## config.mk

```make
export PLATFORM = sky130hd
export DESIGN_NAME = instr_fetch_unit
export DESIGN_NICKNAME = d
export VERILOG_FILES = /design/src/rtl/instr_fetch_unit.sv
export SDC_FILE = /design/constraint.sdc
export NUM_CORES = 1
export LEC_CHECK = 0
export ABC_AREA = 1
export CAP_MARGIN = 40
export CORE_ASPECT_RATIO = 0.75
export CORE_MARGIN = 3
export CORE_UTILIZATION = 40
export DETAILED_ROUTE_END_ITERATION = 10
export PLACE_DENSITY = 0.72
export SETUP_SLACK_MARGIN = 0.4
export SYNTH_ARGS = -nofsm -noshare
export SYNTH_HDL_FRONTEND = slang
export SYNTH_SLANG_ARGS = --single-unit
```

## constraint.sdc

```tcl
create_clock -name clk -period 3.24 [get_ports clk]
set_clock_uncertainty 0.05 [all_clocks]
set_input_delay 0.486 -clock clk [delete_from_list [all_inputs] [get_ports clk]]
set_output_delay 0.486 -clock clk [all_outputs]
set_load 0.02 [all_outputs]
```

## src/rtl/instr_fetch_unit.sv

```systemverilog
`default_nettype none
`timescale 1ns/1ps
// instr_fetch_unit: PC owner, imem req/gnt/rvalid master and prefetch FIFO feeding decode.
// Optional IFU_BYPASS_EN: a response arriving at an empty FIFO is presented to decode the same cycle.
module instr_fetch_unit #(
  parameter int                  PC_WIDTH    = 8,
  parameter int                  INSTR_WIDTH = 10,
  parameter int                  DEPTH       = 2,
  parameter logic [PC_WIDTH-1:0] RESET_PC    = '0
) (
  input  logic                   clk,
  input  logic                   reset,
  output logic                   imem_req,
  output logic [PC_WIDTH-1:0]    imem_addr,
  input  logic                   imem_gnt,
  input  logic                   imem_rvalid,
  input  logic [INSTR_WIDTH-1:0] imem_rdata,
  input  logic                   branch_taken,
  input  logic [PC_WIDTH-1:0]    branch_target,
  output logic                   instr_valid,
  output logic [INSTR_WIDTH-1:0] instr,
  output logic [PC_WIDTH-1:0]    instr_pc,
  input  logic                   instr_ready
);

  localparam int PTR_W = (DEPTH > 1) ? $clog2(DEPTH) : 1;
  localparam int CNT_W = $clog2(DEPTH + 1);
  localparam logic [CNT_W-1:0] DEPTH_C  = CNT_W'(DEPTH);
  localparam logic [PTR_W-1:0] LAST_PTR = PTR_W'(DEPTH - 1);

  typedef enum logic [1:0] {
    S_IDLE = 2'd0,
    S_REQ  = 2'd1,
    S_WAIT = 2'd2,
    S_DROP = 2'd3
  } state_t;

  state_t                 state;
  logic                   req;
  logic [PC_WIDTH-1:0]    fetch_pc;
  logic [PC_WIDTH-1:0]    inflight_pc;

  logic [INSTR_WIDTH-1:0] mem_instr [DEPTH];
  logic [PC_WIDTH-1:0]    mem_pc    [DEPTH];
  logic [PTR_W-1:0]       rd_ptr;
  logic [PTR_W-1:0]       wr_ptr;
  logic [CNT_W-1:0]       count;
  logic [CNT_W:0]         count_after;

  logic                   fifo_valid;
  logic                   bypass;
  logic                   push;
  logic                   pop;
  logic                   space_after;

  function automatic logic [PTR_W-1:0] ptr_inc(input logic [PTR_W-1:0] p);
    return (p == LAST_PTR) ? '0 : p + 1'b1;
  endfunction

  assign fifo_valid = (count != '0);

`ifdef IFU_BYPASS_EN
  assign bypass = (state == S_WAIT) && imem_rvalid && !branch_taken && (count == '0);
`else
  assign bypass = 1'b0;
`endif

  // A bypassed response that decode accepts immediately never occupies a slot.
  assign push = (state == S_WAIT) && imem_rvalid && !branch_taken && !(bypass && instr_ready);
  assign pop  = fifo_valid && instr_ready && !branch_taken;

  always_comb begin
    count_after = {1'b0, count} + {{CNT_W{1'b0}}, push} - {{CNT_W{1'b0}}, pop};
  end

  assign space_after = (count_after < {1'b0, DEPTH_C});

  assign imem_req    = req;
  assign imem_addr   = fetch_pc;
  assign instr_valid = fifo_valid || bypass;
  assign instr       = bypass ? imem_rdata  : mem_instr[rd_ptr];
  assign instr_pc    = bypass ? inflight_pc : mem_pc[rd_ptr];

  always_ff @(posedge clk or negedge reset) begin
    if (!reset) begin
      state       <= S_IDLE;
      req         <= 1'b0;
      fetch_pc    <= RESET_PC;
      inflight_pc <= RESET_PC;
    end else begin
      case (state)
        S_IDLE: begin
          if (branch_taken) begin
            fetch_pc <= branch_target;
          end else if (count < DEPTH_C) begin
            state <= S_REQ;
            req   <= 1'b1;
          end
        end
        S_REQ: begin
          if (branch_taken) begin
            fetch_pc <= branch_target;
            req      <= 1'b0;
            state    <= imem_gnt ? S_DROP : S_IDLE;
          end else if (imem_gnt) begin
            inflight_pc <= fetch_pc;
            fetch_pc    <= fetch_pc + 1'b1;
            req         <= 1'b0;
            state       <= S_WAIT;
          end
        end
        S_WAIT: begin
          if (branch_taken) begin
            fetch_pc <= branch_target;
            state    <= imem_rvalid ? S_IDLE : S_DROP;
          end else if (imem_rvalid) begin
            if (space_after) begin
              state <= S_REQ;
              req   <= 1'b1;
            end else begin
              state <= S_IDLE;
            end
          end
        end
        S_DROP: begin
          if (branch_taken) begin
            fetch_pc <= branch_target;
          end
          // The stale response retires the drop even if another redirect lands with it.
          if (imem_rvalid) begin
            state <= S_IDLE;
          end
        end
        default: begin
          state <= S_IDLE;
          req   <= 1'b0;
        end
      endcase
    end
  end

  always_ff @(posedge clk or negedge reset) begin
    if (!reset) begin
      rd_ptr <= '0;
      wr_ptr <= '0;
      count  <= '0;
      for (int i = 0; i < DEPTH; i++) begin
        mem_instr[i] <= '0;
        mem_pc[i]    <= '0;
      end
    end else if (branch_taken) begin
      rd_ptr <= '0;
      wr_ptr <= '0;
      count  <= '0;
    end else begin
      if (push) begin
        mem_instr[wr_ptr] <= imem_rdata;
        mem_pc[wr_ptr]    <= inflight_pc;
        wr_ptr            <= ptr_inc(wr_ptr);
      end
      if (pop) begin
        rd_ptr <= ptr_inc(rd_ptr);
      end
      count <= count_after[CNT_W-1:0];
    end
  end

  a_no_overflow: assert property (@(posedge clk) disable iff (!reset)
    !(push && !pop && (count == DEPTH_C)));

endmodule
`default_nettype wire

```

==> results summary, run 1 <==
The signal on the critical path passes through clkdlybuf4s50_1, inv_8, nand3_2, ha_1, inv_1, ha_1, fa_1, nor2_1, nand2_1, nand2_1, nand2_1, nand2_1, nand2_1. The internal power is 1.934 mW. The yosys synthesis warning count is 0. Entering global routing, the biggest net connects 39 pins. The class of the worst hold path is in2async. In the routed design, unresolved DRC markers number 0.

At the later pin of the worst-skew pair, clock insertion delay measures 0.34 ns. The combinational share of power is 0.442. The wire length per cell came out at ~12 um. The all-layer global routing usage came out at 0.1607. The count of buffer and inverter cells on the critical path came out at 3. The number of antenna violations at the first check in global routing came out at 0.

The finished cells cover 0.003804 mm^2. The required arrival time at the worst endpoint came out at 3.42 ns. The first detailed-routing pass ran for 4 iterations. The horizontal extent of the die is around 110 um. The starting utilization of the core area came out at 0.4162.

The clock transition at the register clock pins on the worst setup and hold paths after CTS is approximately 0.070 ns. In this run the power spent charging and discharging nets is 1.291 mW. The post-synthesis net count is 402.

The run finished with clean final reports. The clock net in this run drives a total of 59 sinks. The wire length of the first global-routing pass is about 11000 um. TritonCTS built the clock tree.

The type of origin of the critical path is an input port. The post-cts hold buffer count is 0. The relative area change from synthesis to final layout came out at 23.53%.

The slew of the pin with the lowest slew margin is ~0.54 ns. Headroom to the max-slew limit came out at 0.6383. Of the post-synthesis cell area, the dominant cell type holds 0.4795. The overall power came out at ~3.2 mW.

The final period utilization came out at 0.7846. The row count came out at 27. Once placement finished, the instance area stood at 0.003643 mm^2. dfrtp_1 takes more of the synthesized area than any other cell. Setup violations remaining at the end of the flow were counted as 0. The detail-routed via count per cell is 4.601.

The share of final-layout standard cells stronger than drive strength 1 is 0.1524. The clock tree synthesis step divided the H-tree into 3 levels. The leakage dissipation is 1.883 nW. The power density over cell area is 847.8 mW/mm^2.

The placeable core region is 0.007398 mm^2. The detailed-route wire length came out at 6352 um. After the flow finishes, the layout carries non-filler instances totaling 534. The largest buffer count on any clock path came out at 2. The switching part of the total power came out at 0.4004. The floorplan step defined a die boundary enclosing roughly 0.0088 mm^2.

The global placement routability congestion is 0.8730. In the layout the commonest cells are nand2_1 (117), inv_1 (61), dfrtp_1 (59). Timing would allow up to 0.3934 GHz.

For this run, the slowest stage of the critical path takes a little over 0.5 ns. The number of nets still failing antenna checks after routing is 0. Among all stages on the critical path, the largest delay is contributed by clkdlybuf4s50_1. The max-capacitance violation count is 0. Summing over every cut layer, the via total after detailed routing is 2457. At the worst endpoint, the arrival time is between 2 and 3 ns.

The post-CTS setup repair buffer count came out at 0. The tree is rooted in a clkbuf_8. TritonCTS created 9 clock buffers.

The flip-flop and latch count after synthesis is 59. The port buffer count is 51. The worst slack after detailed placement came out at 0.3286 ns. The sum of negative setup slack is 0 ns. Grouping stages by cell kind, the critical path spends the most delay in adder cells.

The HPWL reported at the end of detailed placement is about 4500 um. The count of distinct cell types in the synthesized netlist came out at 27. The synthesized cell area is 0.003079 mm^2. The share of total power in the clock network is 0.172.

The antenna cell count came out at 0. The setup slack after layout is 0.6978 ns. The average size of a mapped cell is 8.233 um^2. STA classifies the critical path endpoint as a flop. The total count of hold-check failures in the final report was 0.

The worst register-to-register path has a depth of 13. The initial DRC count is 134. The post-cts gate resize count is 0. Including well taps, the total number of placed cells is 518. The critical path is of the in2reg type.

The die is 81.99 um tall. IR analysis of the VDD net gives a maximum drop of 0.3106 mV. The relative contribution of sequential cells to total power came out at 0.386. The number of cells produced by synthesis came out at approximately 370.

The final critical path time including I/O delays and setup came out at 2.542 ns. Global routing finished with a remaining overflow of 0. The final number of max-transition violations is 0. In this run the worst path has a maximum fanout of 15. In this design, the critical path's most frequently occurring cell is nand2_1. Setup repair after global routing left no endpoint under its margin. The number of nets in the layout is 456. The number of global-route vias before repair is around 2300. The count of pins on the block boundary came out at 52. The depth of the critical timing path with buffers and inverters included came out at 13. Leaving out fill and tap cells, the most frequent cell in the layout is nand2_1. After synthesis, the cell types taking the most area are dfrtp_1 (48%), nand2_1 (14%), o21ai_2 (9.1%), inv_1 (7.4%), o21ai_0 (5.2%). The sequential element share of the synthesized area came out at 0.4795.
per-layer routing:
layer / wire (um) / global-route usage / share of wire / up-vias
li1: - / - / - / 1259
met1: 3151 / 0.2194 / 0.50 / 1119
met2: 2708 / 0.2441 / 0.43 / 75
met3: 445 / 0.05813 / 0.070 / 4
met4: 46 / 0.03959 / 0.0072 / 0
met5: 0 / 0 / 0 / -
final cells by class:
cell class,count,area (um^2)
Fill cell,707,3595
Multi-Input combinational cell,240,1245
Tap cell,101,126.4
Sequential cell,59,1476
Inverter,62,240.2
Clock inverter,6,32.53
Timing Repair Buffer,56,555.5
Clock buffer,10,127.6
power groups by stage:
stage                     registers, mW  clock network (mW)  logic [mW]
after floorplan                    1.25                   0       0.903
after global placement             1.24                   0        1.40
after detailed placement           1.26                   0        1.44
after CTS                          1.24               0.574        1.44
after global routing               1.28               0.617        1.59
final                              1.24               0.556        1.42
cell usage after synthesis:
cell	number
or2_2	2
nor2_8	1
nor2_2	3
a21oi_2	1
o211ai_1	2
nand3_1	12
buf_6	6
nand4_1	1
fa_1	1
o22ai_1	1
o21ai_2	32
clkbuf_1	4
a21oi_1	1
nand3_2	1
xnor2_1	1
nand2_1	117
nand2_2	3
clkbuf_8	2
nor2_1	20
buf_4	1
inv_1	61
nand3_4	1
inv_8	1
ha_1	3
o21ai_1	5
o21ai_0	32
dfrtp_1	59
state kept, by name, indices dropped and copies added, names as in the netlist, 2 cells and up:
signal and cells:
mem_instr 20, mem_pc 16, imem_addr 8, count 2, state 2, inflight_pc 8
cell families (layout without fill, tap and decap cells):
kind of cell             count (synthesis)  in the layout  synth area share
AO/OA/AOI/OAI                           74             74            0.1625
XOR/XNOR                                 1              1          0.002845
flip-flops                              59             59            0.4795
adder cells (fa/ha/maj)                  4              4           0.01869
buffers and inverters                   75            134            0.1162
AND/OR/NAND/NOR                        161            161            0.2202
path summary, 6_finish.rpt:
| kind | from | to | slack, ns |
|---|---|---|---|
| min reg2reg | mem_pc[11]$_DFFE_PN0P_ | mem_pc[11]$_DFFE_PN0P_ | 0.43 |
| max reg2reg | count[0]$_DFF_PN0_ | imem_req$_DFFE_PN0P_ | 0.85 |
| max in group asynchronous | reset | imem_addr[6]$_DFFE_PN0P_ | 2.45 |
| min | reset | mem_instr[3]$_DFFE_PN0P_ | 0.01 |
| max | branch_taken | imem_req$_DFFE_PN0P_ | 0.70 |
| min in group clk | mem_pc[11]$_DFFE_PN0P_ | mem_pc[11]$_DFFE_PN0P_ | 0.43 |
stage by stage:
step           hold slack (ns)  utilization
2_1_floorplan           0.1404            -
3_3_place_gp            0.4148       0.4898
3_5_place_dp            0.3802       0.4925
4_1_cts                0.01008       0.5141
5_1_grt                0.01540       0.5141
6_report               0.01199       0.5141
No activity file was read; power rests on OpenSTA's default activity.
==> run 2: changes to the inputs <==
==> constraint.sdc (replaced) <==
create_clock -name clk -period 2.42 [get_ports clk]
set_clock_uncertainty 0.05 [all_clocks]
set_input_delay 0.363 -clock clk [delete_from_list [all_inputs] [get_ports clk]]
set_output_delay 0.363 -clock clk [all_outputs]
set_load 0.02 [all_outputs]
==> results summary, run 2 (synthesis gave the netlist of run 1 again) <==
The flow ran to the end, and the final reports show no timing, DRC or antenna violations. The wire length per cell is 11.36 um (-4.5%). The wire length of the first global-routing pass is 10830 um (-2.0%). The overall overflow remaining after global route is 0 (unchanged). The cell seen most often among critical-path stages is nand2_1. The detailed-routing iteration count for the pre-antenna-repair pass came to 4 (unchanged). The CTS H-tree depth is 3 (unchanged).

The total count of hold-check failures in the final report is 0 (unchanged). The number of remaining DRC errors was 0 (unchanged). The library cell used most frequently in the layout, excluding fill and tap cells, is nand2_1.

The detail-routed via count per cell is 4.617 (+0.35%). The antenna cell count is 0 (unchanged). The row count came out at 27 (unchanged). The starting utilization of the core area came to 0.4162 (unchanged). Compared with the post-synthesis result, the final layout area differs by 25.76%. The die area came out at 0.008798 mm^2 (unchanged). Traced cell by cell, the critical path runs through or2_4, nand2_4, nor2_4, ha_4, inv_2, ha_2, fa_2, nor2_1, nand2_1, nand3_1, nand2_1, nand2_1. The share of final-layout standard cells stronger than drive strength 1 came out at 0.1922 (+0.03979).

The final number of max-transition violations is 0 (unchanged). The maximum number of pins on one net before global-route repair came out at 38 (-2.6%). TritonCTS built the clock tree. The horizontal extent of the die came out at 107.3 um (unchanged).

The die extent in y is 81.99 um (unchanged). The final critical path time including I/O delays and setup came out at 2.260 ns. The clock transition at the register clock pins on the worst setup and hold paths after CTS came to 0.07 ns (about the same). The worst-path maximum fanout is 3 (-12). The fraction of the core area covered by cells at the end of the flow came out at 0.5234 (+0.009302). The placed standard-cell area was 0.003679 mm^2 (+0.96%). The HPWL reported at the end of detailed placement came out at 4205 um (-6.6%). The headroom to the max-slew limit came out at 0.5468 (-0.09147). The slowest stage of the critical path belongs to the cell fa_2. The global placement routability congestion came to 0.7983 (-8.6%). The number of flip-flops under the largest register name came out at 20 (unchanged). The number of buffers created by CTS was 9 (unchanged). The worst slack after detailed placement came out at -0.1658 ns (-0.4944 ns).

The setup slack after layout is 0.1604 ns (-0.5374 ns). The count of buffer and inverter cells on the critical path is 1 (-2). The number of nets still failing antenna checks after routing is 0 (unchanged).

The kind of cell with the highest combined delay on the critical path is adder cells. The register with the most flip-flops in the final layout is mem_instr. The post-cts hold buffer count is 0 (unchanged). The number of antenna violations at the first check in global routing was 0 (unchanged). The biggest cell delay along the critical path came out at 0.54 ns (+0.03 ns). The count of pins on the block boundary came out at 52 (unchanged). The slew of the pin with the lowest slew margin is 0.6798 ns (+0.1372 ns).

The placeable core region came out at 0.007398 mm^2 (unchanged). The overall power came out at 4.285 mW (+33%). The maximum clock frequency is 0.4426 GHz. The final setup violation count was 0 (unchanged). The number of vias after detailed routing was 2484 (+1.1%).

The reg2reg setup slack is 0.16 ns (-0.69 ns). The peak ir drop on the vdd network is 0.5161 mV (+66%). The latest clock arrival within the worst-skew pair came to 0.33 ns (about the same).

The number of nets in the layout came to 461 (+1.1%). Leaving out fill and tap cells, the most frequent cells in the layout are nand2_1 (116), inv_1 (59), dfrtp_1 (59). The count of clock tree sinks was 59 (unchanged). The detailed-route wire length is 6114 um (-3.7%). Setup repair after global routing could not meet its margin everywhere. STA classifies the critical path endpoint as a flop. The type of the worst setup path is reg2reg. The leakage dissipation came to 1.957 nW (+3.9%).

The largest buffer count on any clock path came out at 2 (unchanged). Of the available clock period, the critical path in the final layout requires 0.9337. The port buffer count came out at 51 (unchanged). The power density over cell area is 1107 mW/mm^2 (+31%). The initial DRC count came out at 119 (-11%). The largest registers in the layout are mem_instr: 20 flops, mem_pc: 16 flops. The number of global-route vias before repair is 2366 (+2.2%).

The total non-filler cell area in the finished layout came out at 0.003872 mm^2 (+1.8%). The clock root buffer is clkbuf_8. The class of the worst hold path is in2async.

The data arrival time of the worst path is 2.43 ns (-0.30 ns). The worst hold slack is 0.01742 ns (+0.005437 ns). The all-layer global routing usage came to 0.1563 (-0.004418). The worst setup path is launched from a flop. The max-capacitance violation count came out at 0 (unchanged). The required arrival time at the worst endpoint is 2.59 ns (-0.83 ns).
run 2: cell type report:
class	instances	area (um^2)
clock buffers	13	168.9
fillers	699	3526
multi-input cells	240	1285
inverters	62	240.2
repair buffers	61	565.5
clock inverters	2	10.01
flip-flops and latches	59	1476
well taps	101	126.4
run 2: final timing paths:
kind                                       from                         end  cells past startpoint
min in group clk           imem_req$_DFFE_PN0P_        imem_req$_DFFE_PN0P_                      2
setup / recovery             count[0]$_DFF_PN0_        state[0]$_DFFE_PN0P_                     12
setup reg to reg             count[0]$_DFF_PN0_        state[0]$_DFFE_PN0P_                     12
hold reg to reg            imem_req$_DFFE_PN0P_        imem_req$_DFFE_PN0P_                      2
max in group asynchronous                 reset  inflight_pc[2]$_DFFE_PN0P_                      2
hold / removal                            reset    mem_instr[3]$_DFFE_PN0P_                      1
run 2: per-stage QoR:
stage	instances	setup TNS [ns]
final	538	0
after CTS	536	0
after global placement	520	-0.2296
after floorplan	374	0
after global routing	538	0
after detailed placement	520	-0.3077
run 2: per-layer routing:
metal	vias to the layer above	GRT usage	part of all wire
li1	1278	-	-
met1	1129	0.2081	0.49
met2	71	0.2428	0.43
met3	6	0.05577	0.070
met4	0	0.04215	0.0052
met5	-	0	0
run 2: where the power goes:
part / internal, mW / switching [mW] / total (mW)
registers: 1.40 / 0.257 / 1.66
logic: 0.741 / 1.08 / 1.82
clock network: 0.447 / 0.360 / 0.807
total: 2.59 / 1.70 / 4.29
run 2: repair_timing:
item,4_1_cts,5_1_grt
resized for setup,18,35
pin swaps,0,9
endpoints found under the setup margin,20,15
buffers inserted,1,2
run 2: worst register-to-register path, stage by stage, from the launching register on:
cell	delay (ns)
dfrtp_1	0.38
or2_4	0.27
nand2_4	0.09
nor2_4	0.04
ha_4	0.27
inv_2	0.03
ha_2	0.16
fa_2	0.54
nor2_1	0.05
nand2_1	0.07
nand3_1	0.09
nand2_1	0.07
nand2_1	0.04
